--- src/rtl/i2s_audio_scheduler.sv ---
// Stereo PCM FIFO feeding a Philips I2S serialiser with a valid/ready sample interface.
// Optional build macro AUDIO_I2S_MUTE_ON_UNDERRUN_EN: underrun sends silence instead of repeating the last frame.
module i2s_audio_scheduler #(
  parameter int AW = 2,
  parameter int SW = 16
) (
  input  logic          clk,
  input  logic          reset,
  input  logic          enable,
  input  logic [7:0]    bck_div,
  input  logic          s_valid,
  output logic          s_ready,
  input  logic [SW-1:0] s_left,
  input  logic [SW-1:0] s_right,
  output logic          hp_bck,
  output logic          hp_ws,
  output logic          hp_din,
  output logic [AW:0]   fifo_level,
  output logic [7:0]    underrun_cnt
);
  localparam int DEPTH = 1 << AW;
  localparam int FW    = 2 * SW;
  localparam int BW    = $clog2(FW);
  localparam logic [AW:0]   FULL   = (AW+1)'(DEPTH);
  localparam logic [BW-1:0] SW_B   = BW'(SW);
  localparam logic [BW-1:0] LAST_B = BW'(FW - 1);

  logic [FW-1:0] mem_q [DEPTH];
  logic [AW-1:0] wr_q, wr_d, rd_q, rd_d;
  logic [AW:0]   lvl_q, lvl_d;
  logic [7:0]    div_q, div_d, urun_q, urun_d;
  logic          bck_q, bck_d, ws_q, ws_d, din_q, din_d, run_q, run_d;
  logic [BW-1:0] bit_q, bit_d;
  logic [FW-1:0] sr_q, sr_d, last_q, last_d;
  logic          push, pop, tc, bit_ev, wrap;

  assign s_ready      = (lvl_q != FULL);
  assign push         = s_valid && s_ready;
  // >= rather than == so a shrinking bck_div still ends the half-period next clk
  assign tc           = (div_q >= bck_div);
  assign bit_ev       = enable && tc && bck_q;
  // run_q low means no frame in flight yet: the first bit event is a frame boundary
  assign wrap         = bit_ev && (!run_q || bit_q == LAST_B);
  assign pop          = wrap && (lvl_q != '0);

  assign hp_bck       = bck_q;
  assign hp_ws        = ws_q;
  assign hp_din       = din_q;
  assign fifo_level   = lvl_q;
  assign underrun_cnt = urun_q;

  always_comb begin
    wr_d   = wr_q;
    rd_d   = rd_q;
    lvl_d  = lvl_q;
    div_d  = div_q;
    bck_d  = bck_q;
    ws_d   = ws_q;
    din_d  = din_q;
    run_d  = run_q;
    bit_d  = bit_q;
    sr_d   = sr_q;
    last_d = last_q;
    urun_d = urun_q;
    if (push) wr_d = wr_q + 1'b1;
    if (pop)  rd_d = rd_q + 1'b1;
    case ({push, pop})
      2'b10:   lvl_d = lvl_q + 1'b1;
      2'b01:   lvl_d = lvl_q - 1'b1;
      default: lvl_d = lvl_q;
    endcase
    if (!enable) begin
      div_d = '0;
      bck_d = 1'b0;
      ws_d  = 1'b0;
      din_d = 1'b0;
      run_d = 1'b0;
      bit_d = '0;
      sr_d  = '0;
    end else begin
      div_d = tc ? 8'd0 : 8'(div_q + 8'd1);
      if (tc) bck_d = !bck_q;
      if (bit_ev) begin
        run_d = 1'b1;
        // after 2*SW-1 shifts the MSB holds R[0] of the outgoing frame
        din_d = sr_q[FW-1];
        if (wrap) begin
          bit_d = '0;
          ws_d  = 1'b0;
          if (lvl_q != '0) begin
            sr_d   = mem_q[rd_q];
            last_d = mem_q[rd_q];
          end else begin
`ifdef AUDIO_I2S_MUTE_ON_UNDERRUN_EN
            sr_d   = '0;
            last_d = '0;
`else
            sr_d   = last_q;
`endif
            if (urun_q != 8'hFF) urun_d = urun_q + 8'd1;
          end
        end else begin
          bit_d = bit_q + 1'b1;
          ws_d  = (bit_d >= SW_B);
          sr_d  = sr_q << 1;
        end
      end
    end
  end

  always_ff @(posedge clk or posedge reset) begin
    if (reset) begin
      wr_q   <= '0;
      rd_q   <= '0;
      lvl_q  <= '0;
      div_q  <= '0;
      bck_q  <= 1'b0;
      ws_q   <= 1'b0;
      din_q  <= 1'b0;
      run_q  <= 1'b0;
      bit_q  <= '0;
      sr_q   <= '0;
      last_q <= '0;
      urun_q <= '0;
    end else begin
      wr_q   <= wr_d;
      rd_q   <= rd_d;
      lvl_q  <= lvl_d;
      div_q  <= div_d;
      bck_q  <= bck_d;
      ws_q   <= ws_d;
      din_q  <= din_d;
      run_q  <= run_d;
      bit_q  <= bit_d;
      sr_q   <= sr_d;
      last_q <= last_d;
      urun_q <= urun_d;
    end
  end

  always_ff @(posedge clk) begin
    if (push) mem_q[wr_q] <= {s_left, s_right};
  end
endmodule

--- config.mk ---
export PLATFORM = sky130hd
export DESIGN_NAME = i2s_audio_scheduler
export DESIGN_NICKNAME = d
export VERILOG_FILES = /design/src/rtl/i2s_audio_scheduler.sv
export SDC_FILE = /design/constraint.sdc
export NUM_CORES = 1
export LEC_CHECK = 0
export ABC_CLOCK_PERIOD_IN_PS = 8320
export BUFFER_PORTS_ARGS = -buffer_cell sky130_fd_sc_hd__buf_2
export CAP_MARGIN = 20
export CELL_PAD_IN_SITES_DETAIL_PLACEMENT = 0
export CELL_PAD_IN_SITES_GLOBAL_PLACEMENT = 2
export CORE_ASPECT_RATIO = 0.8
export CORE_MARGIN = 4
export CORE_UTILIZATION = 47
export DETAILED_ROUTE_END_ITERATION = 6
export PLACE_DENSITY = 0.84
export SYNTH_ARGS = -nofsm -noshare
export SYNTH_HDL_FRONTEND = slang
export SYNTH_SLANG_ARGS = --single-unit
--- constraint.sdc ---
create_clock -name clk -period 8.32 [get_ports clk]
set_input_delay 1.248 -clock clk [delete_from_list [all_inputs] [get_ports clk]]
set_output_delay 1.248 -clock clk [all_outputs]
set_load 0.005 [all_outputs]
After elaboration in Yosys (flattened, before gate mapping)
Memory sizes are Yosys's and may differ from the RTL's.
Cells that the tools add are included.
Widths: inputs -> output; s select.

operators by class
  $add $sub $neg = 7
  $mul = 0
  div/mod/pow operators = 0
  order comparisons = 2
  equal/unequal tests = 7
  shift-type cells = 0
  mux-type cells = 21
  bitwise operators = 1
  reductions and logical operators = 12

operators by type and width
  kind                 number
  $mux 32              4
  $add 8x1->8 const B  2
  $mux 8               2
  $mux 5               3
  $mux 1               11
  $ge 8x8->1           1
  $ne 8x8->1 const B   1
  $pmux 3 s2           1
  $add 5x1->5 const B  1
  $eq 5x5->1 const B   1
  $ge 5x5->1 const B   1
  $logic_and 1x1->1    5
  $reduce_and 5->1     1
  $add 2x1->2 const B  2
  $ne 2x1->1 const B   2
  $add 3x1->3 const B  1
  $ne 3x3->1 const B   1
  $reduce_and 3->1     1
  $reduce_bool 3->1    1
  $sub 3x1->3 const B  1
  $eq 2x1->1 const B   1
  $eq 2x2->1 const B   1
  $logic_not 1->1      2
  $reduce_bool 2->1    1
  other kinds (2)      2

storage, ports and cells
  bits in registers = 96
  latch bits = 0
  memory bits (writable) = 128
  bits in read-only memories = 0
  input port bits = 44
  output and inout bits = 15
  logic and storage cells = 63
  memories kept = 1

memories
  memory  words  bits a word  read ports  clocked after Yosys merged registers in  write ports  RTL line  source
  mem_q   4      32           1           0                                        1            28        logic [FW-1:0] mem_q [DEPTH];

Logic depth before layout (Yosys ltp)
  word-level depth = 7
  mapped depth = 13
  depth with buffers taken out = 12

Least setup slack after synthesis
OpenSTA, ideal clock, no wires.

  path kind = input-to-reg
  start = input bck_div[2]
  end = register lvl_q[2] (netlist: fifo_level[2])
  setup time = 0.079 ns
  data arrival time = 3.449 ns
  data required time = 8.241 ns
  setup slack = 4.792 ns
  stages on the path = 13
  buffers on the path = 1
  cells stage by stage = inv_1 > ha_1 > o21ai_1 > a211o_1 > o221a_2 > buf_6 > nor3_2 > ha_1 > inv_1 > fa_1 > xor2_1 > nor2_1 > xor2_1

on the way
  cells in the longest elaborated chain, start to end = 7
  elaborated cells between the ends (all ways) = 9
  classes of those cells = order compare (1); eq/ne (2); mux (1); reduce/logical (5)

ends and longest elaborated chain
  element                                          RTL line  source
  from (decl)                                      10        input logic [7:0] bck_div,
  $ge 8x8->1 *                                     40        assign tc = (div_q >= bck_div);
  $logic_and 1x1->1 * (2 in series)                41        assign bit_ev = enable && tc && bck_q;
  $logic_and 1x1->1 *                              43        assign wrap = bit_ev && (!run_q || bit_q == LAST_B);
  $logic_and 1x1->1 *                              44        assign pop = wrap && (lvl_q != '0);
  via pop                                          35        logic push, pop, tc, bit_ev, wrap;
  $eq 2x1->1 or $eq 2x2->1 (tied branches)         67        case ({push, pop})
  $pmux 3 s2 or $reduce_bool 2->1 (tied branches)  --
  to (signal assigned)                             128       lvl_q <= lvl_d;
  to (decl)                                        30        logic [AW:0] lvl_q, lvl_d;

Mark *: on every way through the listed nets, which the timed path passes. The rest lies on a longest branch.
A chain may end at the register's enable or synchronous reset.

Worst setup path in the final report
Ends and elaborated chain as after synthesis.

==> impl_metrics.py <==
metrics = {
    "yosys": {
        "ys_ff_latch": 223,
        "synth_enable_flop_cells": 128,
        "ys_types": 44,
        "async_reset_ff_share_pct": 42.6,
        "yosys_warnings": 0,
        "netlist_area_um2": 9430,
        "syn-num-nets": 707,
        "synthFlopType": "edfxtp_1",
        "yosysSeqAreaShare_pct": 66.0,
        "syn_area_per_cell_um2": 14.6,
        "syn_inst": 645,
    },
    "die": {
        "die_y_um": 135,
        "dieWidth_um": 166,
        "start_util_pct": 47.8,
        "die_area_um2": 22400,
        "coreArea_um2": 19700,
        "rows": 46,
        "io_pins": 59,
    },
    "setup_path": {
        "critPathMaxStageDelay_ps": 370,
        "critPathTopFamily": "adder cells",
        "crit_path_max_fanout": 45,
        "crit_path_end_kind": "flop",
        "r2r-end": "fifo_level[2]$_DFFE_PP0P_",
        "path_buf_inv": 4,
        "cp-start-kind": "input port",
        "r2r_cells": 12,
        "r2r_slack_ps": 5160,
        "crit_slowest_cell": "fa_1",
        "cp_cell_sequence": "buf_2, inv_1, ha_1, o21ai_1, a211o_1, o221a_2, buf_4, nor3_2, ha_1, inv_1, fa_1, xor2_1, nor2_1, xor2_1",
        "path_class": "input port to flop",
        "cp.arrival_ps": 4010,
        "timing.rr.start": "div_q[2]$_DFF_PP0_",
        "cp.required_ps": 8750,
    },
    "placed_design": {
        "port_buffers": 58,
        "placed_cells": 943,
        "gp_congestion": 0.771,
        "placedInstanceArea_um2": 9990,
        "place_hpwl_um": 11800,
    },
    "layout": {
        "insertedDiodeCount": 0,
        "postLayoutCoreUtil_pct": 54.6,
        "num-fill-cells": 1603,
        "final_common_cell": "edfxtp_1",
        "syn_to_final_growth_pct": 14.3,
        "fin_area_um2": 10800,
        "multi_input_comb_area_um2": 2960,
        "drive_gt1_share_pct": 21.7,
        "nNetsFinal": 767,
        "final_cell_mix": "128 x edfxtp_1, 93 x dfrtp_1, 65 x nand2_1",
        "seqCellArea_um2": 6220,
        "fin_cells": 986,
    },
    "pwr": {
        "peakVddDrop_mv": 0.173,
        "power_density_nw_per_um2": 257,
        "power_leakage_nw": 4.33,
    },
    "global_route": {
        "grt_max_degree": 67,
        "grt_pass1_vias": 5811,
        "grt_pass1_wl_um": 30500,
        "overflow": 0,
        "grt_usage_pct": 16.6,
        "antenna_found_initial": 0,
    },
    "detailed_routing": {
        "ant_nets": 0,
        "vias": 5565,
        "wl_um": 18400,
        "vias_per_cell": 5.64,
        "avgRoutedWirePerCell_um": 18.6,
        "drtIter0Drc": 380,
        "remaining_drc_errors": 0,
        "drt_pass1_iterations": 5,
    },
    "sta": {
        "max_slew_margin_pct": 43.5,
        "fin_crit_sh_pct": 43.0,
        "setup_tns_ps": 0,
        "drv_slew": 0,
        "worst_pin_slew_ps": 847,
        "finClkSkew_ps": 15.3,
        "setup_viol": 0,
        "fin_crit_ps": 3570,
        "rsz0062_at_grt": "false",
        "finalHoldViolCount": 0,
        "max_freq_ghz": 0.280,
    },
    "worst_hold_path": {
        "hold_depth": 1,
        "min_path_type": "flop to flop",
        "hp-start": "sr_q[0]$_DFFE_PP0P_",
        "worstHoldEndpoint": "sr_q[0]$_DFFE_PP0P_",
    },
    "flow_run": {
        "drv_cap": 0,
    },
    "clock_network": {
        "post-cts-setup-buffers": 0,
        "cts_root_buffer": "clkbuf_16",
        "clock_latency_ps": 500,
        "htree_num_levels": 1,
        "clock_path_buffers": 3,
        "cts.sinks": 223,
        "cts_buffers": 23,
        "ctsHoldBuffers": 0,
        "clk_pin_slew_ps": 60,
        "cts_resized": 0,
        "cts_tree": "done",
    },
    "outcome": {
        "status": "finished, final reports clean",
    },
}
==> cells by family (layout without fill, tap and decap cells) <==
family                     count (synthesis)  after routing  share of synthesized area, %
xor gates and xnor gates                  19             19                          1.77
buffers and inverters                     55            132                          2.60
adders and majority gates                 18             18                          2.47
and+or+nand+nor                          155            155                          8.63
DFF                                      223            223                          66.0
AOI/OAI and AO/OA                        127            127                          9.20
muxes                                     48             48                          9.36
==> report_power, final <==
part	internal (mW)	switching, mW
clock	0.638	0.395
combinational	0.131	0.244
sequential	1.33	0.0410
==> stage by stage <==
step | power [mW] | setup WS [ps] | hold slack, ps
after floorplan | 1.63 | 4590 | 444
after global routing | 2.91 | 4630 | 491
after global placement | 1.75 | 4100 | 457
after CTS | 2.82 | 4660 | 476
final | 2.78 | 4750 | 475
after detailed placement | 1.78 | 4260 | 461
==> per-layer routing <==
metal,GRT usage (%),vias to the layer above,routed length (µm)
met5,0,-,0
met3,2.96,23,814
li1,-,2567,-
met4,3.54,0,280
met2,26.2,117,8570
met1,24.8,2858,8700
==> flip-flops by register name, indices dropped and copies added, names as in the netlist <==
signal and cells:
mem_q 128, last_q 32, sr_q 32, div_q 8, underrun_cnt 8, bit_q 4, fifo_level 3, rd_q 2
wr_q 2, hp_bck 1, hp_din 1, hp_ws 1, run_q 1
==> final cells by class <==
type	instances	area share (%)
Sequential cell	223	57.7
Clock inverter	9	1.13
Tap cell	264	3.06
Inverter	16	0.569
Clock buffer	33	6.06
Multi-Input combinational cell	367	27.5
Timing Repair Buffer	74	3.98
==> cell usage after synthesis, types with 8 or more instances <==
master	n	area share [%]
mux2i_1	15	1.6
nand2b_1	18	1.2
and3_1	9	0.60
o211ai_1	17	1.4
ha_1	17	2.3
clkbuf_1	15	0.60
nand3_1	12	0.64
edfxtp_1	128	41
mux4_2	32	7.6
nand2_1	65	2.6
dfrtp_1	95	25
o21ai_0	44	2.3
a32o_1	18	1.9
xor2_1	16	1.5
o21ai_1	20	1.1
inv_1	16	0.64
o21a_1	18	1.4
nor2_1	12	0.48
nor3_2	8	0.85
nand4_1	19	1.3
buf_2	19	1.0
==> how the worst max path moves through the flow <==
stage / start / end / slack (ps) / depth (start not counted)
final: bck_div[2] / fifo_level[2]$_DFFE_PP0P_ / 4750 / 14
after global routing: bck_div[7] / fifo_level[2]$_DFFE_PP0P_ / 4630 / 14
after CTS: bit_q[0]$_DFFE_PP0P_ / fifo_level[2]$_DFFE_PP0P_ / 4660 / 13
after detailed placement: bck_div[2] / fifo_level[2]$_DFFE_PP0P_ / 4260 / 14
after global placement: enable / last_q[0]$_DFFE_PP0P_ / 4100 / 5
after floorplan: reset / bit_q[0]$_DFFE_PP0P_ / 4590 / 1
No activity file was read; power rests on OpenSTA's default activity.
